### src/rtl/ysyx_22050518_mem_arbiter.sv
// Two-master memory arbiter: icache (m0) and dcache (m1) share one bus port.
// Read and write paths hold their grant for a whole BEATS-beat line.
module ysyx_22050518_mem_arbiter #(
  parameter int ADDR_W = 64,
  parameter int DATA_W = 32,
  parameter int BEATS  = 4,
  parameter int CNT_W  = 3
) (
  input  logic              clk,
  input  logic              rst,
  input  logic              m0_ravalid,
  input  logic [ADDR_W-1:0] m0_raaddr,
  output logic              m0_raready,
  output logic              m0_rvalid,
  output logic [DATA_W-1:0] m0_rdata,
  input  logic              m0_rready,
  input  logic              m0_wavalid,
  input  logic [ADDR_W-1:0] m0_waaddr,
  output logic              m0_waready,
  input  logic              m0_wvalid,
  input  logic [DATA_W-1:0] m0_wdata,
  output logic              m0_wready,
  output logic              m0_bvalid,
  output logic [1:0]        m0_bresp,
  input  logic              m0_bready,
  input  logic              m1_ravalid,
  input  logic [ADDR_W-1:0] m1_raaddr,
  output logic              m1_raready,
  output logic              m1_rvalid,
  output logic [DATA_W-1:0] m1_rdata,
  input  logic              m1_rready,
  input  logic              m1_wavalid,
  input  logic [ADDR_W-1:0] m1_waaddr,
  output logic              m1_waready,
  input  logic              m1_wvalid,
  input  logic [DATA_W-1:0] m1_wdata,
  output logic              m1_wready,
  output logic              m1_bvalid,
  output logic [1:0]        m1_bresp,
  input  logic              m1_bready,
  output logic              s_ravalid,
  output logic [ADDR_W-1:0] s_raaddr,
  input  logic              s_raready,
  input  logic              s_rvalid,
  input  logic [DATA_W-1:0] s_rdata,
  output logic              s_rready,
  output logic              s_wavalid,
  output logic [ADDR_W-1:0] s_waaddr,
  input  logic              s_waready,
  output logic              s_wvalid,
  output logic [DATA_W-1:0] s_wdata,
  input  logic              s_wready,
  input  logic              s_bvalid,
  input  logic [1:0]        s_bresp,
  output logic              s_bready,
  output logic              wr_err
);

  localparam logic [CNT_W-1:0] CNT_MAX = CNT_W'(BEATS);
  localparam logic [CNT_W-1:0] CNT_END = CNT_W'(BEATS - 1);
  localparam logic [CNT_W-1:0] ONE     = CNT_W'(1);

  typedef enum logic [1:0] {R_IDLE, R_M0, R_M1} rd_st_t;
  typedef enum logic [1:0] {W_IDLE, W_M0, W_M1} wr_st_t;

  rd_st_t rd_st;
  wr_st_t wr_st;
  logic rd_last, wr_last;
  logic [CNT_W-1:0] ar_cnt, r_cnt;
  logic [CNT_W-1:0] aw_cnt, w_cnt, b_cnt;
  logic rg0, rg1, wg0, wg1;
  logic ar_open, aw_open, w_open;
  logic ar_hs, r_hs, aw_hs, w_hs, b_hs;

  assign rg0 = (rd_st == R_M0);
  assign rg1 = (rd_st == R_M1);
  assign wg0 = (wr_st == W_M0);
  assign wg1 = (wr_st == W_M1);

  // address/data issue stops once a full line has been handed downstream
  assign ar_open = (ar_cnt != CNT_MAX);
  assign aw_open = (aw_cnt != CNT_MAX);
  assign w_open  = (w_cnt != CNT_MAX);

  assign s_ravalid = ar_open &
    (rg0 & m0_ravalid | rg1 & m1_ravalid);
  assign s_raaddr = rg0 ? m0_raaddr :
    rg1 ? m1_raaddr : '0;
  assign s_rready = rg0 & m0_rready |
    rg1 & m1_rready;

  assign m0_raready = rg0 & ar_open & s_raready;
  assign m1_raready = rg1 & ar_open & s_raready;
  assign m0_rvalid  = rg0 & s_rvalid;
  assign m1_rvalid  = rg1 & s_rvalid;
  assign m0_rdata   = rg0 ? s_rdata : '0;
  assign m1_rdata   = rg1 ? s_rdata : '0;

  assign s_wavalid = aw_open &
    (wg0 & m0_wavalid | wg1 & m1_wavalid);
  assign s_waaddr = wg0 ? m0_waaddr :
    wg1 ? m1_waaddr : '0;
  assign s_wvalid = w_open &
    (wg0 & m0_wvalid | wg1 & m1_wvalid);
  assign s_wdata = wg0 ? m0_wdata :
    wg1 ? m1_wdata : '0;
  assign s_bready = wg0 & m0_bready |
    wg1 & m1_bready;

  assign m0_waready = wg0 & aw_open & s_waready;
  assign m1_waready = wg1 & aw_open & s_waready;
  assign m0_wready  = wg0 & w_open & s_wready;
  assign m1_wready  = wg1 & w_open & s_wready;
  assign m0_bvalid  = wg0 & s_bvalid;
  assign m1_bvalid  = wg1 & s_bvalid;
  assign m0_bresp   = wg0 ? s_bresp : 2'b00;
  assign m1_bresp   = wg1 ? s_bresp : 2'b00;

  assign ar_hs = s_ravalid & s_raready;
  assign r_hs  = s_rvalid & s_rready;
  assign aw_hs = s_wavalid & s_waready;
  assign w_hs  = s_wvalid & s_wready;
  assign b_hs  = s_bvalid & s_bready;

  always_ff @(posedge clk) begin
    if (rst) begin
      rd_st   <= R_IDLE;
      rd_last <= 1'b1;
      ar_cnt  <= '0;
      r_cnt   <= '0;
    end else begin
      unique case (rd_st)
        R_IDLE: begin
          // rd_last=1 means m1 was served last, so m0 wins a tie
          if (m0_ravalid & (~m1_ravalid | rd_last))
            rd_st <= R_M0;
          else if (m1_ravalid)
            rd_st <= R_M1;
        end
        default: begin
          if (ar_hs)
            ar_cnt <= ar_cnt + ONE;
          if (r_hs) begin
            if (r_cnt == CNT_END) begin
              rd_st   <= R_IDLE;
              rd_last <= rg1;
              ar_cnt  <= '0;
              r_cnt   <= '0;
            end else begin
              r_cnt <= r_cnt + ONE;
            end
          end
        end
      endcase
    end
  end

  always_ff @(posedge clk) begin
    if (rst) begin
      wr_st   <= W_IDLE;
      wr_last <= 1'b1;
      aw_cnt  <= '0;
      w_cnt   <= '0;
      b_cnt   <= '0;
    end else begin
      unique case (wr_st)
        W_IDLE: begin
          if (m0_wavalid & (~m1_wavalid | wr_last))
            wr_st <= W_M0;
          else if (m1_wavalid)
            wr_st <= W_M1;
        end
        default: begin
          if (aw_hs)
            aw_cnt <= aw_cnt + ONE;
          if (w_hs)
            w_cnt <= w_cnt + ONE;
          if (b_hs) begin
            if (b_cnt == CNT_END) begin
              wr_st   <= W_IDLE;
              wr_last <= wg1;
              aw_cnt  <= '0;
              w_cnt   <= '0;
              b_cnt   <= '0;
            end else begin
              b_cnt <= b_cnt + ONE;
            end
          end
        end
      endcase
    end
  end

  always_ff @(posedge clk) begin
    if (rst)
      wr_err <= 1'b0;
    else
      wr_err <= b_hs & (s_bresp != 2'b00);
  end

endmodule

### config.mk
export PLATFORM = sky130hd
export DESIGN_NAME = ysyx_22050518_mem_arbiter
export DESIGN_NICKNAME = d
export VERILOG_FILES = /design/src/rtl/ysyx_22050518_mem_arbiter.sv
export SDC_FILE = /design/constraint.sdc
export NUM_CORES = 1
export LEC_CHECK = 0
export ABC_CLOCK_PERIOD_IN_PS = 2700
export CORE_AREA = 2 2 237 239
export DETAILED_ROUTE_END_ITERATION = 16
export DIE_AREA = 0 0 239 241
export RECOVER_POWER = 100
export SYNTH_ARGS = -nofsm -noshare
export SYNTH_HDL_FRONTEND = slang
export SYNTH_SLANG_ARGS = --single-unit
### constraint.sdc
create_clock -name clk -period 2.7 [get_ports clk]
set_clock_uncertainty 0.15 [all_clocks]
set_input_delay 0.675 -clock clk [delete_from_list [all_inputs] [get_ports clk]]
set_output_delay 0.675 -clock clk [all_outputs]
set_load 0.02 [all_outputs]
==> flow_summary.yaml <==
floorplan:
  core_region_area_um2: 54900
  design.die.area_um2: 57600
  width_of_the_chip_um: 239
  initial_util_pct: 5.97
  fp-row-count: 86
  die_height_um: 241
  num_io_pins: 615
placed_design:
  post-place-ws_ns: -0.392
  port-buffer-count: 614
  dpl.hpwl_um: 38900
  gp_routability_congestion: 0.826
sta:
  worst_slack_ns: 0.0388
  post-route-period-util_pct: 98.6
  fmax_mhz: 376
  setup-violations-final: 0
  totalNegativeSetupSlack_ns: 0
  worst_slew_pin_slew_ns: 0.675
  fin_hold_ws_ns: 0.299
  timing.final.hold_violations: 0
  report.final.slew_viol_count: 0
  maxSlewHeadroom_pct: 55.0
  timing.final.crit_period_ns: 2.66
  setup_repair_after_global_routing_missed_its_margin: "false"
worst_setup_path:
  worst_path_largest_cell_delay_ns: 0.36
  worst_ep_arrival_time_ns: 1.84
  cpLargestDelayFamily: "buffers and inverters"
  cp_num_buf_inv: 4
  worst-path-max-fanout: 29
  cp_cell_instances: "clkbuf_1 -> nor2b_4 -> buf_12 -> buf_16 -> a22o_1 -> dlygate4sd2_1"
  endpoint_kind: "output pin"
  start_kind: "flip-flop"
  cp_slowest_cell: "dlygate4sd2_1"
  required_time_worst_endpoint_ns: 1.88
  setup.worst_path.class: "flip-flop to output pin"
clock_network:
  clock_insertion_delay_worst_skew_ns: 0.27
  h-tree-depth: 1
  worst_setup_hold_path_clk_slew_ns: 0.06
  tritoncts: "built"
  clock_sink_count: 22
  ctsRootBufferMaster: "clkbuf_16"
  cts-buffers-inserted: 3
  cts-root-to-sink-buffers: 2
drt:
  routed_via_density: 3.58
  vias: 6302
  route.detailed.wl_per_inst_um: 25.5
  drtAntennaViolNets: 0
  drt_drc_violations_left: 0
  firstDrtPassIters: 4
  drt-initial-drc-count: 245
  detail_route.wirelength_um: 44900
layout:
  syn2layout_area_growth_pct: 241
  final_layout_size_suffix_gt1_share_pct: 22.2
  finish.net_count: 1431
global_routing:
  gr-usage-all-layers_pct: 14.1
  globalRoute.totalOverflow: 0
  grt_start_max_net_pins: 39
  grt_pass1_wl_um: 54500
  via_count_of_the_first_global_routing_pass: 6448
  number_of_antenna_violations_at_the_first_check_in_global_routing: 8
synthesis:
  synth_enable_flop_cells: 0
  synth_area_um2: 3280
  post_synthesis_register_bit_count: 22
  synth_top_family_by_area: "compound AO/OA/AOI/OAI gates"
  synth-xor-area-share_pct: 1.87
  muxShareOfSynthArea_pct: 1.22
  ys_warn_count: 0
  postSynthCellCount: 419
  post_synth_fa_ha_maj_area_fraction_pct: 3.05
  synth-compound-area-share_pct: 49.0
  postSynthAreaPerCell_um2: 7.82
  synth-seq-area-share_pct: 13.4
  yosys.area_share.simple_pct: 23.0
  synth_nets: 798
  post_synth_num_cell_types: 36
  synthFlopType: "dfxtp_1"
  synthArstFlopShare_pct: 0
pwr:
  power_per_cell_area_nw_per_um2: 356
  peakVddDrop_mv: 0.183
  leakage_power_uw: 0.00493
flow_run:
  cap_violations: 0
worst_hold_path:
  hold_path_class: "flip-flop to flip-flop"
outcome:
  run_status: "finished, final reports clean"
stage by stage:
step / power (uW) / util (%) / cell area, um^2 / instances
after global placement: 3740 / 20.6 / 11300 / 1739
final: 3980 / 20.4 / 11200 / 1760
after floorplan: 1460 / - / 3280 / 419
after detailed placement: 3740 / 20.6 / 11300 / 1739
after CTS: 4320 / 21.3 / 11700 / 1753
after global routing: 4160 / 20.4 / 11200 / 1760
cells by family (layout without fill, tap and decap cells):
logic type      count (synthesis)  after routing
compound gates                187            187
simple gates                  129            129
buf+inv                        62            694
flops                          22             22
fa+ha+maj                       8              8
xor+xnor                        7              7
mux                             4              4
other cells                     0              5
cell usage in the layout, fill, tap and decap left out, types with 7 or more instances in the layout:
| cell type | n |
|---|---|
| clkdlybuf4s50_1 | 341 |
| a22o_1 | 136 |
| dlygate4sd2_1 | 95 |
| buf_12 | 61 |
| buf_4 | 50 |
| and2_1 | 46 |
| clkbuf_2 | 40 |
| dlygate4sd3_1 | 29 |
| a22o_4 | 22 |
| and2_0 | 21 |
| nor2_1 | 18 |
| dfxtp_1 | 18 |
| inv_1 | 14 |
| clkbuf_1 | 13 |
| clkbuf_4 | 13 |
| buf_2 | 12 |
| ha_1 | 8 |
| nand2_1 | 7 |
power breakdown:
group,switching (uW),internal (uW),total [uW]
combinational,1610,1570,3180
clock,141,295,437
sequential,19.4,341,360
area by class of cell:
type | instances | area [um^2]
diodes | 5 | 12.5
clock buffers | 3 | 75.1
clock inverters | 1 | 30.0
fillers | 6090 | 43700
inverters | 14 | 52.6
multi-input cells | 335 | 2780
flip-flops and latches | 22 | 450
well taps | 704 | 881
repair buffers | 676 | 6900
Yosys cell counts, drive strengths merged, types with 5 or more instances:
master / number / area (um^2)
a21oi: 5 / 25.0
a22o: 160 / 1400
and2: 67 / 419
and3: 6 / 37.5
buf: 28 / 148
clkbuf: 20 / 75.1
dfxtp: 22 / 440
ha: 8 / 100
inv: 14 / 52.6
nand2: 7 / 26.3
nand3b: 6 / 45.0
nor2: 20 / 80.1
xnor2: 6 / 52.6
timing repair:
item,CTS,global route
pin swaps,2,1
gates cloned,5,3
hold buffers,0,0
buffers inserted,5,0
endpoints found under the setup margin,152,88
resized for setup,163,20
final timing paths:
| kind | startpoint | to | slack, ns | cells after the start |
|---|---|---|---|---|
| setup / recovery | rd_st[0]$_SDFFE_PP0P_ | s_raaddr[1] | 0.04 | 6 |
| hold / removal | r_cnt[2]$_SDFFE_PP0P_ | r_cnt[2]$_SDFFE_PP0P_ | 0.30 | 2 |
| setup reg to reg | wr_st[0]$_SDFFE_PP0P_ | wr_st[0]$_SDFFE_PP0P_ | 0.58 | 5 |
| hold reg to reg | r_cnt[2]$_SDFFE_PP0P_ | r_cnt[2]$_SDFFE_PP0P_ | 0.30 | 2 |
state kept, by name (all words and copies together) (netlist names):
register / flops
w_cnt: 3
rd_st: 2
wr_st: 2
rd_last: 1
ar_cnt: 3
aw_cnt: 3
wr_err: 1
r_cnt: 3
b_cnt: 3
wr_last: 1
routing by layer:
| metal | wire, um | global-route usage, % | up-vias |
|---|---|---|---|
| met5 | 9 | 0 | - |
| met4 | 965 | 2.63 | 2 |
| met3 | 3410 | 3.02 | 36 |
| met2 | 24200 | 28.2 | 432 |
| met1 | 16300 | 15.2 | 2953 |
| li1 | - | - | 2879 |
tightest hold or removal path, stage by stage (launching register included):
cell      delay, ns
dfxtp_1        0.31
inv_1          0.05
a311oi_1       0.04
Power figures use the tool's default switching activity.
